$ cat src/rtl/gopher_pkg.sv
// gopher_pkg: shared types and helpers for the Hit-Gophers channel controller.
//   ch_state_t : per-channel gopher state (idle / gopher up / post-hit display)
//   sat_add    : unsigned add clamped to a caller-supplied maximum
package gopher_pkg;

  typedef enum logic [1:0] {
    CH_IDLE = 2'd0,
    CH_UP   = 2'd1,
    CH_HIT  = 2'd2
  } ch_state_t;

  // Unsigned add clamped to max. The 33-bit sum keeps the carry so a wrapped
  // result can never slip under the clamp.
  function automatic logic [31:0] sat_add(input logic [31:0] a,
                                          input logic [31:0] b,
                                          input logic [31:0] max);
    logic [32:0] sum;
    sum = {1'b0, a} + {1'b0, b};
    return (sum > {1'b0, max}) ? max : sum[31:0];
  endfunction

endpackage

$ cat src/rtl/gopher_debounce.sv
// gopher_debounce: one key channel front end.
//   Two-flop synchroniser, then a debouncer whose stable level follows the
//   synced level only after DEB_CYCLES consecutive cycles of disagreement;
//   any agreement clears the run. press pulses for one cycle on the edge at
//   which the stable level goes 0 -> 1. Releases produce no pulse.
// Ports:
//   gclk   in  system clock
//   greset in  synchronous reset, active-high
//   key    in  raw asynchronous key, 1 = pressed
//   press  out one-cycle registered pulse on debounced press
module gopher_debounce #(
  parameter int DEB_CYCLES = 270000
) (
  input  logic gclk,
  input  logic greset,
  input  logic key,
  output logic press
);

  localparam int DW = (DEB_CYCLES > 1) ? $clog2(DEB_CYCLES) : 1;
  localparam logic [DW-1:0] DEB_LAST = DW'(DEB_CYCLES - 1);

  logic          sync1;
  logic          sync2;
  logic          stable;
  logic [DW-1:0] run_cnt;

  // NOTE: non-blocking assignments keep sync1 -> sync2 a true two-stage shift;
  // blocking ones here would collapse the synchroniser into a single flop.
  always_ff @(posedge gclk) begin
    if (greset) begin
      sync1   <= 1'b0;
      sync2   <= 1'b0;
      stable  <= 1'b0;
      run_cnt <= '0;
      press   <= 1'b0;
    end else begin
      sync1 <= key;
      sync2 <= sync1;
      press <= 1'b0;
      if (sync2 == stable) begin
        run_cnt <= '0;
      end else if (run_cnt == DEB_LAST) begin
        // Last disagreeing cycle of the run: adopt the new level.
        stable  <= sync2;
        run_cnt <= '0;
        press   <= sync2;
      end else begin
        run_cnt <= run_cnt + DW'(1);
      end
    end
  end

endmodule

$ cat src/rtl/gopher_channel_ctrl.sv
// gopher_channel_ctrl: NUM_CH independent key+LED mole channels.
//   Each channel debounces its key, raises a gopher (LED lit) when the game
//   logic spawns one on it, and reports hit / miss / wrong-press pulses. Two
//   shared saturating counters total hits and misses (misses + wrong presses).
// Optional feature: define GOPHER_BLINK_EN to blink the LED during the
//   post-hit display (toggle every BLINK_CYCLES, lit on entry); otherwise the
//   LED is dark in that state and no blink counter exists.
// Ports:
//   gclk, greset               clock, synchronous active-high reset
//   key[NUM_CH]                raw keys, 1 = pressed
//   spawn_valid, spawn_ch      gopher request and target channel
//   spawn_ready                target channel exists and is idle (combinational)
//   led[NUM_CH]                1 = lit
//   hit/miss/wrong_pulse       one-cycle event pulses per channel
//   hit_cnt, miss_cnt          saturating totals
module gopher_channel_ctrl
  import gopher_pkg::*;
#(
  parameter int NUM_CH       = 4,
  parameter int DEB_CYCLES   = 270000,
  parameter int UP_CYCLES    = 27000000,
  parameter int HIT_CYCLES   = 6750000,
  parameter int BLINK_CYCLES = 1350000,
  parameter int CNT_W        = 8,
  localparam int CH_W        = (NUM_CH > 1) ? $clog2(NUM_CH) : 1
) (
  input  logic              gclk,
  input  logic              greset,
  input  logic [NUM_CH-1:0] key,
  input  logic              spawn_valid,
  input  logic [CH_W-1:0]   spawn_ch,
  output logic              spawn_ready,
  output logic [NUM_CH-1:0] led,
  output logic [NUM_CH-1:0] hit_pulse,
  output logic [NUM_CH-1:0] miss_pulse,
  output logic [NUM_CH-1:0] wrong_pulse,
  output logic [CNT_W-1:0]  hit_cnt,
  output logic [CNT_W-1:0]  miss_cnt
);

  if (NUM_CH < 1 || NUM_CH > 16 || DEB_CYCLES < 1 || UP_CYCLES < 1 ||
      HIT_CYCLES < 1 || BLINK_CYCLES < 1 || CNT_W < 1 || CNT_W > 31) begin : g_bad_params
    $error("gopher_channel_ctrl: parameter out of range");
  end

  // One timer per channel serves both the UP and HIT windows.
  localparam int TMR_MAX = (UP_CYCLES > HIT_CYCLES) ? UP_CYCLES : HIT_CYCLES;
  localparam int TMR_W   = (TMR_MAX > 1) ? $clog2(TMR_MAX) : 1;
  localparam logic [TMR_W-1:0] UP_LAST  = TMR_W'(UP_CYCLES - 1);
  localparam logic [TMR_W-1:0] HIT_LAST = TMR_W'(HIT_CYCLES - 1);
  localparam logic [31:0]      CNT_MAX  = 32'((64'd1 << CNT_W) - 64'd1);

`ifdef GOPHER_BLINK_EN
  localparam int BLINK_W = (BLINK_CYCLES > 1) ? $clog2(BLINK_CYCLES) : 1;
  localparam logic [BLINK_W-1:0] BLINK_LAST = BLINK_W'(BLINK_CYCLES - 1);
  localparam logic HIT_LED = 1'b1;
`else
  localparam logic HIT_LED = 1'b0;
`endif

  logic [NUM_CH-1:0]    press;
  logic [NUM_CH-1:0]    idle;
  logic [NUM_CH-1:0]    hit_ev;
  logic [NUM_CH-1:0]    miss_ev;
  logic [NUM_CH-1:0]    wrong_ev;
  logic [2**CH_W-1:0]   idle_ext;

  // Pad the idle vector to the full spawn_ch range so out-of-range channel
  // numbers read as not ready.
  // NOTE: the default assignment comes first so every path assigns idle_ext
  // and no latch is inferred.
  always_comb begin
    idle_ext             = '0;
    idle_ext[NUM_CH-1:0] = idle;
  end

  assign spawn_ready = idle_ext[spawn_ch];

  for (genvar ch = 0; ch < NUM_CH; ch++) begin : g_ch
    ch_state_t        state;
    logic [TMR_W-1:0] timer;
    logic             accept;
    logic             led_r;
    logic             hit_r;
    logic             miss_r;
    logic             wrong_r;
`ifdef GOPHER_BLINK_EN
    logic [BLINK_W-1:0] blink_cnt;
`endif

    gopher_debounce #(.DEB_CYCLES(DEB_CYCLES)) u_deb (
      .gclk   (gclk),
      .greset (greset),
      .key    (key[ch]),
      .press  (press[ch])
    );

    assign idle[ch]     = (state == CH_IDLE);
    assign accept       = spawn_valid && spawn_ready && (spawn_ch == CH_W'(ch));
    // A press on the timeout cycle is a hit, not a miss.
    assign hit_ev[ch]   = (state == CH_UP) && press[ch];
    assign miss_ev[ch]  = (state == CH_UP) && !press[ch] && (timer == UP_LAST);
    assign wrong_ev[ch] = (state != CH_UP) && press[ch];

    always_ff @(posedge gclk) begin
      if (greset) begin
        state   <= CH_IDLE;
        timer   <= '0;
        led_r   <= 1'b0;
        hit_r   <= 1'b0;
        miss_r  <= 1'b0;
        wrong_r <= 1'b0;
`ifdef GOPHER_BLINK_EN
        blink_cnt <= '0;
`endif
      end else begin
        hit_r   <= hit_ev[ch];
        miss_r  <= miss_ev[ch];
        wrong_r <= wrong_ev[ch];
        unique case (state)
          CH_IDLE: begin
            timer <= '0;
            if (accept) begin
              state <= CH_UP;
              led_r <= 1'b1;
            end
          end
          CH_UP: begin
            if (hit_ev[ch]) begin
              state <= CH_HIT;
              timer <= '0;
              led_r <= HIT_LED;
`ifdef GOPHER_BLINK_EN
              blink_cnt <= '0;
`endif
            end else if (miss_ev[ch]) begin
              state <= CH_IDLE;
              timer <= '0;
              led_r <= 1'b0;
            end else begin
              timer <= timer + TMR_W'(1);
            end
          end
          CH_HIT: begin
            if (timer == HIT_LAST) begin
              state <= CH_IDLE;
              timer <= '0;
              led_r <= 1'b0;
            end else begin
              timer <= timer + TMR_W'(1);
`ifdef GOPHER_BLINK_EN
              if (blink_cnt == BLINK_LAST) begin
                blink_cnt <= '0;
                led_r     <= ~led_r;
              end else begin
                blink_cnt <= blink_cnt + BLINK_W'(1);
              end
`endif
            end
          end
          default: begin
            state <= CH_IDLE;
            timer <= '0;
            led_r <= 1'b0;
          end
        endcase
      end
    end

    assign led[ch]         = led_r;
    assign hit_pulse[ch]   = hit_r;
    assign miss_pulse[ch]  = miss_r;
    assign wrong_pulse[ch] = wrong_r;
  end

  // Counters step on the same edge that raises the pulses, adding every
  // channel's event of that cycle at once.
  always_ff @(posedge gclk) begin
    if (greset) begin
      hit_cnt  <= '0;
      miss_cnt <= '0;
    end else begin
      hit_cnt  <= CNT_W'(sat_add(32'(hit_cnt), 32'($countones(hit_ev)), CNT_MAX));
      miss_cnt <= CNT_W'(sat_add(32'(miss_cnt),
                                 32'($countones(miss_ev)) + 32'($countones(wrong_ev)),
                                 CNT_MAX));
    end
  end

endmodule

$ cat config.mk
export PLATFORM = sky130hd
export DESIGN_NAME = gopher_channel_ctrl
export DESIGN_NICKNAME = d
export VERILOG_FILES = /design/src/rtl/gopher_pkg.sv /design/src/rtl/gopher_debounce.sv /design/src/rtl/gopher_channel_ctrl.sv
export SDC_FILE = /design/constraint.sdc
export NUM_CORES = 1
export LEC_CHECK = 0
export ABC_AREA = 1
export BUFFER_PORTS_ARGS = -buffer_cell sky130_fd_sc_hd__buf_4
export CAP_MARGIN = 25
export CORE_ASPECT_RATIO = 0.8
export CORE_MARGIN = 1
export CORE_UTILIZATION = 40
export CTS_CLUSTER_DIAMETER = 50
export DETAILED_ROUTE_END_ITERATION = 6
export PLACE_DENSITY = 0.57
export SLEW_MARGIN = 20
export SYNTH_ARGS = -nofsm -noshare
export SYNTH_HDL_FRONTEND = slang
export SYNTH_SLANG_ARGS = --single-unit
$ cat constraint.sdc
create_clock -name gclk -period 5.1 [get_ports gclk]
set_clock_uncertainty 0.15 [all_clocks]
set_input_delay 1.02 -clock gclk [delete_from_list [all_inputs] [get_ports gclk]]
set_output_delay 1.02 -clock gclk [all_outputs]
set_load 0.02 [all_outputs]
==> results.py, run 1 <==
metrics = {
    "status": {
        "status": "finished, violations left",
        "violations": "design-rule violations",
    },
    "power_and_ir_drop": {
        "ir_worst_vdd_v": 0.000211,
        "p_leak_nw": 4.72,
        "powerDensity_mw_per_mm2": 336,
    },
    "worst_setup_path": {
        "crit_type": "register to register",
        "cp_max_fo": 6,
        "cp_slowest_cell": "fa_1",
        "cpPeakStageDelay_ps": 460,
        "required_ps": 5420,
        "end_kind": "register",
        "r2r_slack_ps": 390,
        "cp_num_cells": 17,
        "path_buf_inv": 3,
        "ff2ff_path_depth": 17,
        "start_kind": "register",
        "crit_top_cell": "fa_1",
        "cp_top_family": "adder cells",
        "worstPathCellList": "ha_1 -> nand3_1 -> nor2_4 -> inv_2 -> nor4_1 -> nand3_1 -> inv_1 -> fa_1 -> inv_1 -> fa_1 -> fa_1 -> fa_1 -> fa_1 -> o21ai_2 -> and3_1 -> nand2_1 -> a21oi_1",
        "worst_ep_arrival_time_ps": 5030,
    },
    "clock_network": {
        "cts_buffer_depth": 3,
        "clk_pin_slew_ps": 60,
        "cts-buffers-inserted": 29,
        "cts_tree": "yes",
        "clk_latency_ps": 550,
        "cts.htree.levels": 1,
        "clock-sinks": 228,
        "cts_setup_buffers": 0,
        "ctsResizeCount": 0,
        "cts_root_buffer": "clkbuf_16",
        "cts_hold_buf": 0,
    },
    "logic_synthesis": {
        "synth.distinct_cells": 39,
        "synth_flop_cell": "dfxtp_1",
        "synth-seq-cells": 228,
        "synthesis.area_mm2": 0.0116,
        "async_reset_ff_share_pct": 0,
        "syn_area_per_cell_um2": 7.12,
        "postSynthNetCount": 1677,
        "syn_inst": 1633,
        "yosysSeqAreaShare_pct": 39.2,
        "yosys_warnings": 0,
        "synth_edf_count": 0,
    },
    "sta": {
        "fin_crit_sh_pct": 92.4,
        "tightest_slew_ps": 515,
        "setup_viol_count_final": 0,
        "tns_ps": 0,
        "drv_slew": 0,
        "whs_ps": 246,
        "max_freq_mhz": 212,
        "rsz0062_at_grt": "false",
        "hold_viol_final": 0,
        "period_needed_ps": 4710,
        "slew_headroom_pct": 65.6,
    },
    "route": {
        "wire_per_inst_um": 13.0,
        "ant_nets": 0,
        "num_vias": 9871,
        "totalWireLength_mm": 26.8,
        "first_iter_violations": 711,
        "drt-pass1-iter-count": 7,
        "routed_via_density": 4.79,
        "drc": 7,
    },
    "floorplanning": {
        "die_w_um": 193,
        "start_util_pct": 40.9,
        "dieArea_mm2": 0.0298,
        "boundaryPins": 42,
        "rows": 55,
        "fp.coreArea_mm2": 0.0284,
        "die_h_um": 155,
    },
    "worst_hold_path": {
        "holdPathStages": 2,
        "worstHoldPathType": "register to register",
    },
    "global_routing": {
        "overflow": 0,
        "grt_use_total_pct": 18.7,
        "antenna_found_initial": 1,
        "grt_pass1_vias": 9195,
        "grt_pass1_wl_mm": 45.6,
        "grt_max_degree": 39,
    },
    "placed_design": {
        "dp_hpwl_mm": 20.1,
        "gp_congestion": 0.932,
        "portBuffers": 41,
    },
    "final_layout": {
        "layout.nets": 1714,
        "drive_gt1_share_pct": 9.18,
        "syn2layout_area_growth_pct": 12.8,
        "antenna_cells": 0,
    },
    "run": {
        "max-cap-violations": 0,
    },
}
==> worst min-delay path, stage by stage (launching register included) <==
cell     delay (ps)
dfxtp_1         290
inv_1            40
nor2_1           30
==> logic make-up after synthesis <==
| kind of cell | after synthesis | synth area share, % |
|---|---|---|
| adder cells (fa/ha/maj) | 35 | 4.28 |
| AND/OR/NAND/NOR | 961 | 37.1 |
| flip-flops | 228 | 39.2 |
| XOR/XNOR | 94 | 7.08 |
| AO/OA/AOI/OAI | 73 | 3.27 |
| buffers and inverters | 242 | 9.08 |
==> state kept, by name, summed over array words and instances (netlist names) <==
register	flops
g_ch.hit_r	4
g_ch.miss_r	4
g_ch.state	8
g_ch.timer	100
g_ch.u_deb.press	4
g_ch.u_deb.run_cnt	76
g_ch.u_deb.stable	4
g_ch.u_deb.sync1	4
g_ch.u_deb.sync2	4
g_ch.wrong_r	4
hit_cnt	8
miss_cnt	8
==> area by class of cell <==
type	instances	area [µm²]
timing repair buffer	43	323
multi-input combinational	1163	6020
inverter	205	769
sequential	228	4560
tap	370	463
clock inverter	17	220
clock buffer	33	771
fill	2914	15300
==> power by group <==
part	total (mW)	internal (mW)	switching (mW)
Sequential	1.85	1.82	0.0268
Clock	2.10	1.33	0.778
Combinational	0.467	0.147	0.319
==> metrics by stage <==
stage	setup WS (ps)	total power [mW]	utilization, %	instance area [µm²]	instances
finish	388	4.42	46.2	13100	2059
global route	66.0	4.64	46.2	13100	2059
CTS	236	4.48	46.2	13100	2059
detailed placement	268	2.35	42.7	12100	2009
global placement	321	2.35	42.7	12100	2009
floorplan	772	2.26	-	11600	1633
==> placed cells by master, fill, tap and decap left out, types with 9 or more instances in the layout <==
cell       netlist  routed
nand2_2         12      12
nor2_1         357     357
nand4_1         46      46
nor4_1           9       9
ha_1            27      27
nor3b_1         13      13
nand2_1        288     288
xor2_1          65      65
a21oi_1         51      51
clkbuf_16        0      29
nor2_2          15      15
inv_1          201     201
o21ai_0         12      11
buf_4           18      43
dfxtp_1        228     228
xnor2_1         29      29
nand3_1        100     100
nor3_1          81      81
==> layer usage <==
metal | global-route usage, % | share of wire (%) | up-vias
met5 | 0 | 0 | -
met4 | 3.64 | 1.7 | 0
met3 | 3.54 | 4.4 | 34
met2 | 27.8 | 42 | 156
met1 | 27.8 | 52 | 4441
li1 | - | - | 5240
==> synthesized netlist by cell type (4+ instances only) <==
cell | count | area share (%)
inv_2 | 4 | 0.13
or2_2 | 8 | 0.43
dfxtp_1 | 228 | 39
nor4_1 | 9 | 0.48
nor2_2 | 15 | 0.81
xor2_1 | 65 | 4.9
fa_1 | 8 | 1.4
nand3_2 | 6 | 0.52
nand2_1 | 288 | 9.3
nor3b_1 | 13 | 0.84
nor3_2 | 5 | 0.43
buf_6 | 10 | 0.97
nand2_2 | 12 | 0.65
o22ai_1 | 5 | 0.27
nand4_1 | 46 | 2.5
inv_1 | 201 | 6.5
buf_4 | 18 | 1.2
ha_1 | 27 | 2.9
nor3_1 | 81 | 3.5
a21oi_1 | 51 | 2.2
nor2_1 | 357 | 12
nand3b_1 | 8 | 0.52
o21ai_0 | 12 | 0.52
nand3_1 | 100 | 4.3
nor2_4 | 7 | 0.68
xnor2_1 | 29 | 2.2
==> path summary, 6_finish.rpt <==
path	start	to
worst max register to register	g_ch[2].timer[0]	miss_cnt[5]
worst max-delay path	g_ch[2].timer[0]	miss_cnt[5]
worst min register to register	g_ch[0].u_deb.sync1	g_ch[0].u_deb.sync2
worst min-delay path	g_ch[0].u_deb.sync1	g_ch[0].u_deb.sync2
Power figures use the tool's default switching activity.
==> run 2, diff against run 1 <==
Settings changed: SKIP_LAST_GASP from default to 1.
Clock period 5.1 ns to 4.7 ns, I/O delays scaled along.
==> run 2 against run 1 <==
The run still ends with design-rule violations left. Sequential cell count unchanged. Global-route usage down 0.25 points. Critical path depth unchanged. Cell area up 1.3%. Critical path type unchanged. Critical endpoint unchanged.
==> results.py, run 2 (synthesis results as in run 1) <==
metrics = {
    "final_layout": {
        "antenna_cells": 0,
        "fillers": 2892,
        "mostFrequentLayoutCell": "nor2_1",
        "layout.nets": 1721,
        "syn2layout_area_growth_pct": 14.3,
        "reg.largest.list": "g_ch.timer x100, g_ch.u_deb.run_cnt x76",
        "largest_register": "g_ch.timer",
        "drive_gt1_share_pct": 10.1,
        "design_area_mm2": 0.0133,
        "largest_register_ffs": 100,
        "final_cell_mix": "nor2_1, nand2_1, dfxtp_1",
    },
    "sta": {
        "rsz0062_at_grt": "false",
        "tightest_slew_ps": 763,
        "drv_slew": 0,
        "hold_viol_final": 0,
        "whs_ps": 254,
        "slew_headroom_pct": 49.1,
        "fin_crit_sh_pct": 93.2,
        "period_needed_ps": 4380,
        "max_freq_mhz": 228,
        "setup_viol_count_final": 0,
        "tns_ps": 0,
    },
    "clock_network": {
        "clk_pin_slew_ps": 60,
        "cts.htree.levels": 1,
        "cts_hold_buf": 0,
        "cts_buffer_depth": 3,
        "cts_tree": "yes",
        "cts-buffers-inserted": 30,
        "clock-sinks": 228,
        "cts_root_buffer": "clkbuf_16",
        "clk_latency_ps": 560,
    },
    "worst_hold_path": {
        "worstHoldPathType": "register to register",
        "whs_endpoint": "g_ch[2].u_deb.sync2",
        "hp-start": "g_ch[2].u_deb.sync1",
        "holdPathStages": 2,
    },
    "route": {
        "totalWireLength_mm": 26.8,
        "drt-pass1-iter-count": 7,
        "num_vias": 9947,
        "routed_via_density": 4.80,
        "ant_nets": 0,
        "first_iter_violations": 556,
        "wire_per_inst_um": 12.9,
        "drc": 6,
    },
    "power_and_ir_drop": {
        "powerDensity_mw_per_mm2": 375,
        "swShare_pct": 25.3,
        "p_leak_nw": 4.82,
        "pwr-share-comb_pct": 10.0,
        "intPower_mw": 3.73,
        "ir_worst_vdd_v": 0.000275,
        "power.total_mw": 4.99,
        "clockPowerShare_pct": 49.9,
        "p_seq_share_pct": 40.1,
        "p_switching_mw": 1.27,
    },
    "worst_setup_path": {
        "worst_ep_arrival_time_ps": 4710,
        "crit_type": "register to register",
        "reg2reg_from": "g_ch[2].timer[0]",
        "required_ps": 5030,
        "end_kind": "register",
        "reg2reg_to": "miss_cnt[5]",
        "r2r_slack_ps": 320,
        "cp_max_fo": 6,
        "ff2ff_path_depth": 17,
        "start_kind": "register",
    },
    "floorplanning": {
        "die_w_um": 193,
        "start_util_pct": 40.9,
        "boundaryPins": 42,
        "die_h_um": 155,
        "fp.coreArea_mm2": 0.0284,
        "rows": 55,
        "dieArea_mm2": 0.0298,
    },
    "global_routing": {
        "overflow": 0,
        "grt_pass1_wl_mm": 45.0,
        "grt_pass1_vias": 9326,
        "antenna_found_initial": 1,
        "grt_use_total_pct": 18.4,
        "grt_max_degree": 39,
    },
    "placed_design": {
        "placed_area_mm2": 0.0122,
        "portBuffers": 41,
        "gp_congestion": 0.904,
        "dp_hpwl_mm": 19.9,
    },
    "status": {
        "status": "finished, violations left",
        "violations": "design-rule violations",
    },
    "run": {
        "max-cap-violations": 0,
    },
}
## run 2: changes by cell type in the layout (fill, tap and decap cells not counted), sizes merged
cell / delta
clkinvlp: -2
inv: +3
buf: +6
clkbuf: +3
clkinv: +1
bufinv: +1
## run 2: area by class of cell
cell class / count / area (µm²) / area share, %
Multi-Input combinational cell: 1163 / 6030 / 45.4
Sequential cell: 228 / 4560 / 34.3
Clock buffer: 36 / 835 / 6.27
Inverter: 205 / 769 / 5.78
Tap cell: 370 / 463 / 3.48
Timing Repair Buffer: 49 / 368 / 2.76
Clock inverter: 20 / 270 / 2.03
## run 2: worst max-delay path by stage
stage | cells past startpoint | start | to
2_1_floorplan | 17 | g_ch[2].timer[0] | miss_cnt[5]
3_3_place_gp | 17 | g_ch[0].timer[0] | miss_cnt[5]
3_5_place_dp | 17 | g_ch[0].timer[0] | miss_cnt[0]
4_1_cts | 17 | g_ch[0].timer[0] | miss_cnt[3]
5_1_grt | 17 | g_ch[2].timer[0] | miss_cnt[0]
6_report | 17 | g_ch[2].timer[0] | miss_cnt[5]
## run 2: worst max-delay path, cell delays in order, from the launching register on
cell and delay, ps:
dfxtp_1 350, ha_1 200, nand3_1 170, nor2_4 130, inv_2 60, nor4_1 190
nand3_1 170, inv_1 100, fa_1 410, inv_1 70, fa_1 420, fa_1 460
fa_1 410, fa_2 380, o21ai_2 170, and3_4 220, nand2_2 90, a21oi_1 150
## run 2: metrics by stage
step / setup slack (ps) / cells / utilization [%]
floorplan: 372 / 1633 / -
global placement: 11.3 / 2014 / 42.8
detailed placement: -119 / 2014 / 42.8
CTS: 1.23 / 2070 / 46.7
global route: 37.4 / 2071 / 46.8
finish: 320 / 2071 / 46.8
## run 2: layer usage
metal | GRT usage (%) | up-vias | wire (µm)
met5 | 0 | - | 0
met4 | 4.84 | 0 | 598
met3 | 3.45 | 39 | 1330
met2 | 27.9 | 198 | 11200
met1 | 26.6 | 4443 | 13600
li1 | - | 5267 | -
## run 2: power by group through the flow
| stage | Clock, mW | Sequential (mW) | Combinational, mW |
|---|---|---|---|
| finish | 2.49 | 2.00 | 0.502 |
| global route | 2.65 | 2.00 | 0.583 |
| CTS | 2.56 | 2.00 | 0.509 |
| detailed placement | 0 | 2.04 | 0.505 |
| global placement | 0 | 2.04 | 0.504 |
| floorplan | 0 | 2.04 | 0.417 |
## run 2: timing repair
action                     CTS  global route
setup endpoints to repair    7             8
cloned                       0             0
buffers inserted             0             1
pin swaps                    0             1
resized for setup            1             5
==> run 3, diff against run 2 <==
Settings changed: RECOVER_POWER from default to 25.
==> run 3 against run 2 <==
The flow still finishes with violations (design-rule violations). Non-clock buffer count is the same. Critical path type unchanged. Sequential power barely moved. Sequential cell count stayed put.
==> results.py, run 3 (synthesis results as in run 1) <==
metrics = {
    "status": {
        "status": "finished, violations left",
        "violations": "design-rule violations",
    },
    "final_layout": {
        "design_area_mm2": 0.0132,
        "mostFrequentLayoutCell": "nor2_1",
        "layout.nets": 1721,
        "final_cell_mix": "nor2_1, nand2_1, dfxtp_1",
        "antenna_cells": 0,
        "largest_register": "g_ch.timer",
        "largest_register_ffs": 100,
        "reg.largest.list": "g_ch.timer x100, g_ch.u_deb.run_cnt x76",
        "finalCoreUtilization_pct": 46.6,
        "drive_gt1_share_pct": 9.23,
        "syn2layout_area_growth_pct": 13.8,
    },
    "floorplanning": {
        "start_util_pct": 40.9,
        "fp.coreArea_mm2": 0.0284,
        "boundaryPins": 42,
        "die_h_um": 155,
        "dieArea_mm2": 0.0298,
        "rows": 55,
        "die_w_um": 193,
    },
    "worst_setup_path": {
        "start_kind": "register",
        "cp_max_fo": 6,
        "reg2reg_from": "g_ch[2].timer[0]",
        "reg2reg_to": "miss_cnt[0]",
        "required_ps": 5030,
        "path_buf_inv": 3,
        "crit_top_cell": "fa_1",
        "worstPathCellList": "ha_1 -> nand3_1 -> nor2_4 -> inv_2 -> nor4_1 -> nand3_1 -> inv_1 -> fa_1 -> inv_1 -> fa_1 -> fa_1 -> fa_1 -> fa_2 -> o21ai_2 -> and3_4 -> nand2_2 -> a21oi_1",
        "cp_slowest_cell": "fa_1",
        "r2r_slack_ps": 310,
        "worst_ep_arrival_time_ps": 4720,
        "cpPeakStageDelay_ps": 460,
        "ff2ff_path_depth": 17,
        "end_kind": "register",
        "crit_type": "register to register",
        "cp_top_family": "adder cells",
    },
    "clock_network": {
        "cts_buffer_depth": 3,
        "cts.htree.levels": 1,
        "clk_latency_ps": 560,
        "clock-sinks": 228,
        "clk_pin_slew_ps": 60,
        "cts-buffers-inserted": 30,
        "cts_root_buffer": "clkbuf_16",
        "cts_tree": "yes",
    },
    "sta": {
        "rsz0062_at_grt": "false",
        "slew_headroom_pct": 37.9,
        "drv_slew": 0,
        "hold_viol_final": 0,
        "whs_ps": 254,
        "tightest_slew_ps": 929,
        "setup_viol_count_final": 0,
        "fin_crit_sh_pct": 93.5,
        "period_needed_ps": 4390,
        "max_freq_mhz": 228,
    },
    "global_routing": {
        "grt_pass1_wl_mm": 45.0,
        "antenna_found_initial": 1,
        "grt_max_degree": 39,
        "grt_use_total_pct": 18.4,
        "overflow": 0,
        "grt_pass1_vias": 9326,
    },
    "power_and_ir_drop": {
        "ir_worst_vdd_v": 0.000275,
        "powerDensity_mw_per_mm2": 376,
        "power.total_mw": 4.97,
        "p_leak_nw": 4.77,
    },
    "route": {
        "drt-pass1-iter-count": 7,
        "first_iter_violations": 600,
        "routed_via_density": 4.80,
        "ant_nets": 0,
        "drc": 6,
        "totalWireLength_mm": 26.7,
        "wire_per_inst_um": 12.9,
        "num_vias": 9948,
    },
    "worst_hold_path": {
        "whs_endpoint": "g_ch[2].u_deb.sync2",
        "worstHoldPathType": "register to register",
        "holdPathStages": 2,
        "hp-start": "g_ch[2].u_deb.sync1",
    },
    "placed_design": {
        "placed_area_mm2": 0.0122,
        "portBuffers": 41,
        "dp_hpwl_mm": 19.9,
        "gp_congestion": 0.904,
    },
    "run": {
        "max-cap-violations": 0,
    },
}
[run 3: cell count changes in the layout (fill, tap and decap cells not counted), sizes merged]
cell	change
clkbuf	+8
buf	-8
[run 3: how the worst max path moves through the flow]
stage | startpoint | end | slack (ps) | depth (start not counted)
4_1_cts | g_ch[0].timer[0] | miss_cnt[3] | 1 | 17
3_3_place_gp | g_ch[0].timer[0] | miss_cnt[5] | 10 | 17
2_1_floorplan | g_ch[2].timer[0] | miss_cnt[5] | 370 | 17
3_5_place_dp | g_ch[0].timer[0] | miss_cnt[0] | -120 | 17
6_report | g_ch[2].timer[0] | miss_cnt[0] | 310 | 17
5_1_grt | g_ch[2].timer[0] | miss_cnt[0] | 40 | 17
[run 3: layout make-up]
type / instances / area [µm²]
Clock inverter: 20 / 270
Clock buffer: 36 / 835
Sequential cell: 228 / 4560
Tap cell: 370 / 463
Fill cell: 2905 / 15200
Multi-Input combinational cell: 1163 / 6000
Inverter: 205 / 769
Timing Repair Buffer: 49 / 338
[run 3: power by group]
group	leakage [nW]	switching (mW)	internal [mW]	total, mW
Combinational	2.39	0.328	0.155	0.483
Clock	0.546	0.894	1.60	2.49
Sequential	1.84	0.0285	1.97	2.00
Total	4.77	1.25	3.72	4.97
[run 3: timing repair]
action | CTS | global route
endpoints found under the setup margin | 7 | 8
resized for setup | 1 | 5
hold buffers | 0 | 0
endpoints found under the hold margin | 0 | 0
pin swaps | 0 | 1
buffers inserted | 0 | 1
[run 3: worst min-delay path, stage by stage, from the launching register on]
cell and delay [ps]:
dfxtp_1 300, inv_1 40, nor2_1 30
[run 3: metrics by stage]
stage / setup slack [ps] / setup TNS (ps) / cells
CTS: 1.23 / 0 / 2070
global route: 37.4 / 0 / 2071
finish: 306 / 0 / 2071
detailed placement: -119 / -577 / 2014
floorplan: 372 / 0 / 1633
global placement: 11.3 / 0 / 2014
[run 3: per-layer routing]
metal  wire length (µm)  vias to the layer above  GRT usage, %  part of all wire, %
met4                598                        0          4.84                  2.2
li1                   -                     5263             -                    -
met2              11200                      211          27.9                   42
met3               1440                       39          3.45                  5.4
met5                  0                        -             0                    0
met1              13500                     4435          26.6                   50
